File: src/rtl/io_bus_master.sv
// io_bus_master: initiator for the IO address space. It turns single pipeline
// load/store requests into word-wide IO bus transactions. Sub-word loads are
// lane-extracted and extended here. Sub-word stores become read-modify-write,
// because responders only accept full-word writes.
module io_bus_master #(
  parameter int RD_WAIT = 0
) (
  input  logic        clk,
  input  logic        reset,
  input  logic        req_valid,
  output logic        req_ready,
  input  logic [31:0] req_addr,
  input  logic        req_we,
  input  logic [1:0]  req_size,
  input  logic        req_unsigned,
  input  logic [31:0] req_wdata,
  output logic        rsp_valid,
  output logic [31:0] rsp_rdata,
  output logic        rsp_err,
  output logic [31:0] io_addr,
  output logic        io_en,
  output logic        io_we,
  output logic [31:0] io_din,
  input  logic [31:0] io_dout
);

  typedef enum logic [1:0] {IDLE, RD, WR, RSP} state_t;

  localparam logic [1:0] SZ_BYTE = 2'b00;
  localparam logic [1:0] SZ_HALF = 2'b01;
  localparam logic [1:0] SZ_WORD = 2'b10;

  state_t      state;
  logic [3:0]  wait_q;
  logic [1:0]  lane_q;
  logic [1:0]  size_q;
  logic        uns_q;
  logic        we_q;
  logic [15:0] wdata_q;

  logic accept;
  logic req_bad;

  assign req_ready = (state == IDLE) && !reset;
  assign accept    = req_valid && req_ready;

  // Flag illegal sizes and misaligned half/word accesses at acceptance.
  always_comb begin
    req_bad = 1'b0;
    case (req_size)
      SZ_HALF: req_bad = req_addr[0];
      SZ_WORD: req_bad = (req_addr[1:0] != 2'b00);
      SZ_BYTE: req_bad = 1'b0;
      default: req_bad = 1'b1;
    endcase
  end

  // Pick the addressed lane(s) out of a bus word and sign/zero extend.
  function automatic logic [31:0] load_extend(input logic [31:0] word,
                                              input logic [1:0]  lane,
                                              input logic [1:0]  size,
                                              input logic        uns);
    logic [7:0]  b;
    logic [15:0] h;
    logic [31:0] r;
    b = word[{lane, 3'b000} +: 8];
    h = lane[1] ? word[31:16] : word[15:0];
    case (size)
      SZ_BYTE: r = {{24{~uns & b[7]}}, b};
      SZ_HALF: r = {{16{~uns & h[15]}}, h};
      default: r = word;
    endcase
    return r;
  endfunction

  // Overlay store data onto the addressed lane(s), keeping the other lanes.
  function automatic logic [31:0] store_merge(input logic [31:0] word,
                                              input logic [1:0]  lane,
                                              input logic [1:0]  size,
                                              input logic [15:0] wdata);
    logic [31:0] r;
    r = word;
    if (size == SZ_BYTE)
      r[{lane, 3'b000} +: 8] = wdata[7:0];
    else if (lane[1])
      r[31:16] = wdata;
    else
      r[15:0] = wdata;
    return r;
  endfunction

  // Capture the request attributes needed after acceptance.
  // NOTE: pure datapath capture registers are not reset; they are only
  // consumed in states reached after a fresh acceptance loads them.
  always_ff @(posedge clk) begin
    if (accept) begin
      lane_q  <= req_addr[1:0];
      size_q  <= req_size;
      uns_q   <= req_unsigned;
      we_q    <= req_we;
      wdata_q <= req_wdata[15:0];
    end
  end

  // Transaction FSM with all bus and response outputs registered.
  // NOTE: non-blocking assignments throughout, so every output reflects the
  // state decided at the previous edge and no ordering races exist.
  always_ff @(posedge clk) begin
    if (reset) begin
      state     <= IDLE;
      wait_q    <= '0;
      io_addr   <= '0;
      io_en     <= 1'b0;
      io_we     <= 1'b0;
      io_din    <= '0;
      rsp_valid <= 1'b0;
      rsp_err   <= 1'b0;
      rsp_rdata <= '0;
    end else begin
      case (state)
        IDLE: begin
          if (accept) begin
            if (req_bad) begin
              state     <= RSP;
              rsp_valid <= 1'b1;
              rsp_err   <= 1'b1;
              rsp_rdata <= '0;
            end else if (req_we && (req_size == SZ_WORD)) begin
              state   <= WR;
              io_en   <= 1'b1;
              io_we   <= 1'b1;
              io_addr <= {req_addr[31:2], 2'b00};
              io_din  <= req_wdata;
            end else begin
              state   <= RD;
              io_en   <= 1'b1;
              io_addr <= {req_addr[31:2], 2'b00};
              wait_q  <= 4'(RD_WAIT);
            end
          end
        end
        RD: begin
          if (wait_q != 4'd0) begin
            wait_q <= wait_q - 4'd1;
          end else if (we_q) begin
            // Keep io_en and io_addr; the write goes to the same word.
            state  <= WR;
            io_we  <= 1'b1;
            io_din <= store_merge(io_dout, lane_q, size_q, wdata_q);
          end else begin
            state     <= RSP;
            io_en     <= 1'b0;
            io_addr   <= '0;
            rsp_valid <= 1'b1;
            rsp_err   <= 1'b0;
            rsp_rdata <= load_extend(io_dout, lane_q, size_q, uns_q);
          end
        end
        WR: begin
          state     <= RSP;
          io_en     <= 1'b0;
          io_we     <= 1'b0;
          io_addr   <= '0;
          io_din    <= '0;
          rsp_valid <= 1'b1;
          rsp_err   <= 1'b0;
          rsp_rdata <= '0;
        end
        RSP: begin
          state     <= IDLE;
          rsp_valid <= 1'b0;
          rsp_err   <= 1'b0;
        end
        default: state <= IDLE;
      endcase
    end
  end

endmodule

File: config.mk
export PLATFORM = sky130hd
export DESIGN_NAME = io_bus_master
export DESIGN_NICKNAME = d
export VERILOG_FILES = /design/src/rtl/io_bus_master.sv
export SDC_FILE = /design/constraint.sdc
export NUM_CORES = 1
export LEC_CHECK = 0
export ABC_AREA = 1
export ABC_CLOCK_PERIOD_IN_PS = 3810
export CAP_MARGIN = 30
export CORE_ASPECT_RATIO = 1.25
export CORE_UTILIZATION = 30
export DETAILED_ROUTE_END_ITERATION = 10
export PLACE_DENSITY_LB_ADDON = 0.05
export SETUP_SLACK_MARGIN = 0.5
export SYNTH_ARGS = -nofsm -noshare
export SYNTH_HDL_FRONTEND = slang
export SYNTH_SLANG_ARGS = --single-unit
File: constraint.sdc
create_clock -name clk -period 3.81 [get_ports clk]
set_clock_uncertainty 0.15 [all_clocks]
set_input_delay 0.762 -clock clk [delete_from_list [all_inputs] [get_ports clk]]
set_output_delay 0.762 -clock clk [all_outputs]
set_load 0.01 [all_outputs]
# After elaboration in Yosys (flattened, before gate mapping)
# Index checks and enable logic that the tools add are counted.
dict set report totals {
  regBits 128
  input_bits 103
  elab_cells 106
}
dict set report op_classes {
  addsub 2
  n_eq_ne 15
  shift 3
  mux 51
  n_bitwise 3
  n_reduce_logical 18
}
# cell n
set op_table {}
lappend op_table {{two-way mux 32 bit} 14}
lappend op_table {{one-hot mux 32 bit (3 select lines)} 3}
lappend op_table {{one-hot mux 32 bit (2 select lines)} 1}
lappend op_table {{two-way mux 16 bit} 3}
lappend op_table {{bitwise mux 32 bit} 1}
lappend op_table {{variable shift 8 x 7 -> 32 bit, first input constant} 1}
lappend op_table {{variable part select 32 x 6 -> 8 bit} 1}
lappend op_table {{variable part select 8 x 7 -> 32 bit} 1}
lappend op_table {{two-way mux 4 bit} 4}
lappend op_table {{inequality test 2 bit, second input constant} 8}
lappend op_table {{AND reduction 5 bit} 3}
lappend op_table {{two-way mux 1 bit} 14}
lappend op_table {{one-hot mux 1 bit (3 select lines)} 4}
lappend op_table {{two-way mux 2 bit} 4}
lappend op_table {{one-hot mux 2 bit (4 select lines)} 1}
lappend op_table {{one-hot mux 4 bit (2 select lines)} 1}
lappend op_table {{negator 5 -> 7 bit} 1}
lappend op_table {{== test 2 x 1 -> 1 bit, second input constant} 3}
lappend op_table {{== test 2 bit, second input constant} 3}
lappend op_table {{logical NOT 2 bit} 3}
lappend op_table {{AND reduction 6 bit} 1}
lappend op_table {{one-hot mux 1 bit (4 select lines)} 1}
lappend op_table {{AND reduction 4 bit} 1}
lappend op_table {{nonzero test 2 bit} 2}
lappend op_table {{10 further kinds} 13}

# Logic depth before layout (Yosys ltp)
dict set report logic_depth {
  word_depth 7
  mapped_depth 12
}

# Worst setup path after synthesis
# Ideal clock, no wire load.
dict set report synth_path {
  path_type {input to register}
  start {input port reset}
  end {register lane_q[0] (enable)}
  arrival_ps 2539
  required_ps 3231
  path_slack_ps 692
  stages 2
  cell_sequence {clkbuf_1 -> nor3_1}
}
dict set report synth_between {
  elab_chain_len 3
}
# element line
set synth_rtl {}
lappend synth_rtl {{start: declaration} 9} ;# input logic reset,
lappend synth_rtl {{logical NOT 1 bit} 44} ;# assign req_ready = (state == IDLE) && !reset;
lappend synth_rtl {{logical AND 1 bit} 44}
lappend synth_rtl {{logical AND 1 bit} 45} ;# assign accept = req_valid && req_ready;
lappend synth_rtl {{net accept} 41} ;# logic accept;
lappend synth_rtl {{end signal: assignment} 97} ;# lane_q <= req_addr[1:0];
lappend synth_rtl {{end: declaration} 35} ;# logic [1:0] lane_q;
# The timed path passes the listed nets, and every way through them passes these cells.
# A chain may end at the register's enable or synchronous reset.

# Worst setup path in the final report
dict set report layout_path {
  start {register state[1]}
  end {output port req_ready}
}
dict set report layout_between {
  elab_chain_len 2
}
# element line
set layout_rtl {}
lappend layout_rtl {{start: declaration} 33} ;# state_t state;
lappend layout_rtl {{start signal: assignment} 110} ;# state <= IDLE;
lappend layout_rtl {{start signal: assignment} 124} ;# state <= RSP;
lappend layout_rtl {{start signal: assignment} 129} ;# state <= WR;
lappend layout_rtl {{logical NOT 2 bit} 44}
lappend layout_rtl {{logical AND 1 bit} 44}
lappend layout_rtl {{end: declaration} 11} ;# output logic req_ready,
# No other way between the ends.

==> run_results.csv <==
group,metric,value,unit
yosys,syn_inst,1125,
power,vdd_ir_drop_max,0.315,mV
finish,finish.net_count,1401,
clock_tree,cts-root-buf,"clkbuf_16",
die,start_util,30.4,%
sta,fin_crit,2.88,ns
clock_tree,clk_latency,0.43,ns
critical_path,r2r-start,"state[1]$_SDFFE_PP0P_",
yosys,yosys_warnings,0,
sta,tightest_slew,0.776,ns
yosys,avgSynthCellArea,6.61,um^2
critical_path,cp.required,2.90,ns
sta,setup_tns,0,ns
yosys,netlist_area,7430,um^2
power,p_int,4.33,mW
yosys,synth_mux_area_share,0,%
power,power.density,730,nW/um^2
place,io_buffers,201,
clock_tree,htreeDepth,4,
place,place_ws,0.935,ns
critical_path,slowest_delay,0.54,ns
yosys,yosys.area_share.simple,31.3,%
finish,area.growth.synth_to_final,37.2,%
die,io_pins,204,
route,vias_per_cell,4.78,
power,p_seq_share,27.6,%
clock_tree,tritoncts,"yes",
die,row_count,64,
sta,hold_viol,0,
critical_path,cp_data_arrival_time,1.96,ns
die,core,24400,um^2
sta,finalWorstSetupSlack,0.934,ns
clock_tree,hold_buffers,0,
critical_path,crit_type,"flop to output port",
finish,layout-drive-gt1-share,5.70,%
route,final_antenna_net_count,0,
power,switchingPower,3.12,mW
yosys,synth_compound_area_share,18.1,%
power,p_sw_share,41.8,%
sta,finalCritPeriodShare,75.5,%
die,die_width,143,um
grt,grt_max_degree,68,
sta,rsz0062_at_grt,"no",
job,maxCapViolations,0,
power,clock_power_share,22.3,%
place,dp_hpwl,19.1,mm
min_path,hold_class,"flop to flop",
grt,grt_overflow_total,0,
die,die-area,25400,um^2
clock_tree,cts_setup_buffers,0,
critical_path,path_max_fanout,7,
grt,grt_pass1_wl,41.6,mm
yosys,synth.distinct_cells,34,
critical_path,cp-end-kind,"output port",
yosys,synth.yosys.seq_area_share,36.9,%
critical_path,cp_slowest_cell,"clkdlybuf4s50_1",
grt,grtUsageTotal,21.6,%
critical_path,critPathLaunchType,"flop",
clock_tree,cts_sinks,126,
yosys,synth_top_family_by_area,"simple AND/OR/NAND/NOR gates",
power,p_leak,4.31,nW
route,wl,26.7,mm
clock_tree,path_clk_slew,0.06,ns
clock_tree,postCtsResizedCells,0,
min_path,min-delay-start,"io_we$_SDFFE_PP0P_",
route,wl_per_cell,16.4,um
grt,antenna_found_initial,0,
die,die_h,178,um
power,power_frac_comb,50.1,%
finish,diodes,0,
sta,report.final.slew_viol_count,0,
route,drt_iter0_markers,474,
route,vias,7776,
route,drc,0,
grt,grt_pass1_vias,7559,
critical_path,crit_path_start,"state[1]$_SDFFE_PP0P_",
run_status,status,"finished, final reports clean",
sta,max_freq,348,MHz
route,dr.pass1.iters,4,
sta,setup_viol,0,
yosys,synth_xor_xnor_area_share,0.236,%
place,globalplace.congestion,0.858,
sta,slew_headroom,48.2,%
yosys,synth_fa_ha_area_share,2.19,%
clock_tree,clockBufferDepth,2,
critical_path,cpMostUsedCell,"inv_1",
yosys,synth.ff_latch_count,126,
critical_path,path_cells,"inv_1, ha_1, inv_1, nor2_1, clkdlybuf4s50_1",
clock_tree,numCtsBuffers,17,
-- cells in the mapped netlist --
master    instances  area share [%]
nand2_1         335              17
a21oi_1         138             9.3
inv_1           108             5.5
dfxtp_1         104              28
nor2_1           87             4.4
nand3_1          73             4.9
o211ai_1         51             5.2
o21ai_0          45             3.0
clkbuf_1         35             1.8
nand4_1          32             2.7
buf_2            24             1.6
edfxtp_1         22             8.9
ha_1             13             2.2
buf_4             9            0.91
inv_2             9            0.45
o21ai_1           7            0.47
buf_6             5            0.76
buf_1             4            0.20
nand2_2           4            0.34
clkinv_1          2            0.10
nand3_2           2            0.27
nor2_2            2            0.17
nor2_4            2            0.30
or2_2             2            0.17
conb_1            1           0.050
nand2_4           1            0.15
nand3_4           1            0.24
nand3b_1          1            0.10
nand4_4           1            0.29
nor2_8            1            0.27
nor3_1            1           0.067
o32ai_1           1            0.12
xnor2_1           1            0.12
xor2_1            1            0.12
-- state kept, by name, summed over array words and instances, names as in the netlist --
register / count
uns_q: 1
state: 2
wdata_q: 16
size_q: 2
wait_q: 4
rsp_err: 1
rsp_valid: 1
io_en: 1
we_q: 1
lane_q: 2
rsp_rdata: 32
io_we: 1
io_din: 32
io_addr: 30
-- kinds of logic (layout without fill, tap and decap cells) --
logic type	Yosys count	in the layout
xor gates and xnor gates	2	2
AOI/OAI and AO/OA	242	242
DFF	126	126
buffers and inverters	196	368
adders and majority gates	13	13
and+or+nand+nor	545	545
other	1	2
-- power groups by stage --
stage | logic, mW | clock network (mW) | registers (mW)
final | 3.73 | 1.66 | 2.05
after CTS | 3.80 | 1.71 | 2.06
after floorplan | 2.22 | 0 | 2.22
after global routing | 4.22 | 1.76 | 2.11
after detailed placement | 3.78 | 0 | 2.08
after global placement | 3.79 | 0 | 2.08
-- per-stage QoR --
stage               std cells  hold WS [ns]  instance area (um^2)  utilization [%]  power (mW)
finish                   1628         0.311                 10200             41.7        7.45
global route             1628         0.337                 10200             41.7        8.09
CTS                      1628         0.315                 10200             41.7        7.58
detailed placement       1596         0.304                  9590             39.3        5.86
global placement         1596         0.298                  9590             39.3        5.87
floorplan                1126         0.295                  7430                -        4.45
-- final timing paths --
path | endpoint | slack, ns | depth (start not counted)
setup / recovery | req_ready | 0.93 | 5
hold / removal | io_we$_SDFFE_PP0P_ | 0.31 | 2
setup reg to reg | io_din[14]$_SDFFE_PP0P_ | 1.25 | 10
hold reg to reg | io_we$_SDFFE_PP0P_ | 0.31 | 2
-- layout by cell type, fill, tap and decap left out, drive strengths merged, types with 19 or more instances in the layout --
cell and count:
nor2 92, edfxtp 22, nand3 76, nand2 340, nand4 33, inv 122
a21oi 138, o21ai 52, dfxtp 104, o211ai 51, clkdlybuf4s50 201, clkbuf 19
-- worst max-delay path: cells and delay by family (launching register included) --
kind	cells	cell delay [ns]
fa+ha+maj	1	0.30
buf+inv	3	0.78
flops	1	0.36
simple gates	1	0.10
-- area by class of cell --
cell class                      count  area [um^2]
Fill cell                        2604        14200
Multi-Input combinational cell    804         3860
Sequential cell                   126         2740
Timing Repair Buffer              217         2130
Clock buffer                       19          475
Inverter                          119          447
Tap cell                          330          413
Clock inverter                     13          124
-- per-layer routing --
metal  GRT usage (%)  part of all wire [%]  vias up
met1            24.9                    42     3516
met3            5.86                   6.2       33
met2            37.5                    49      229
li1                -                     -     3998
met4            8.69                   2.6        0
met5               0                     0        -
Note: power is estimated with default switching activity, not from simulation.
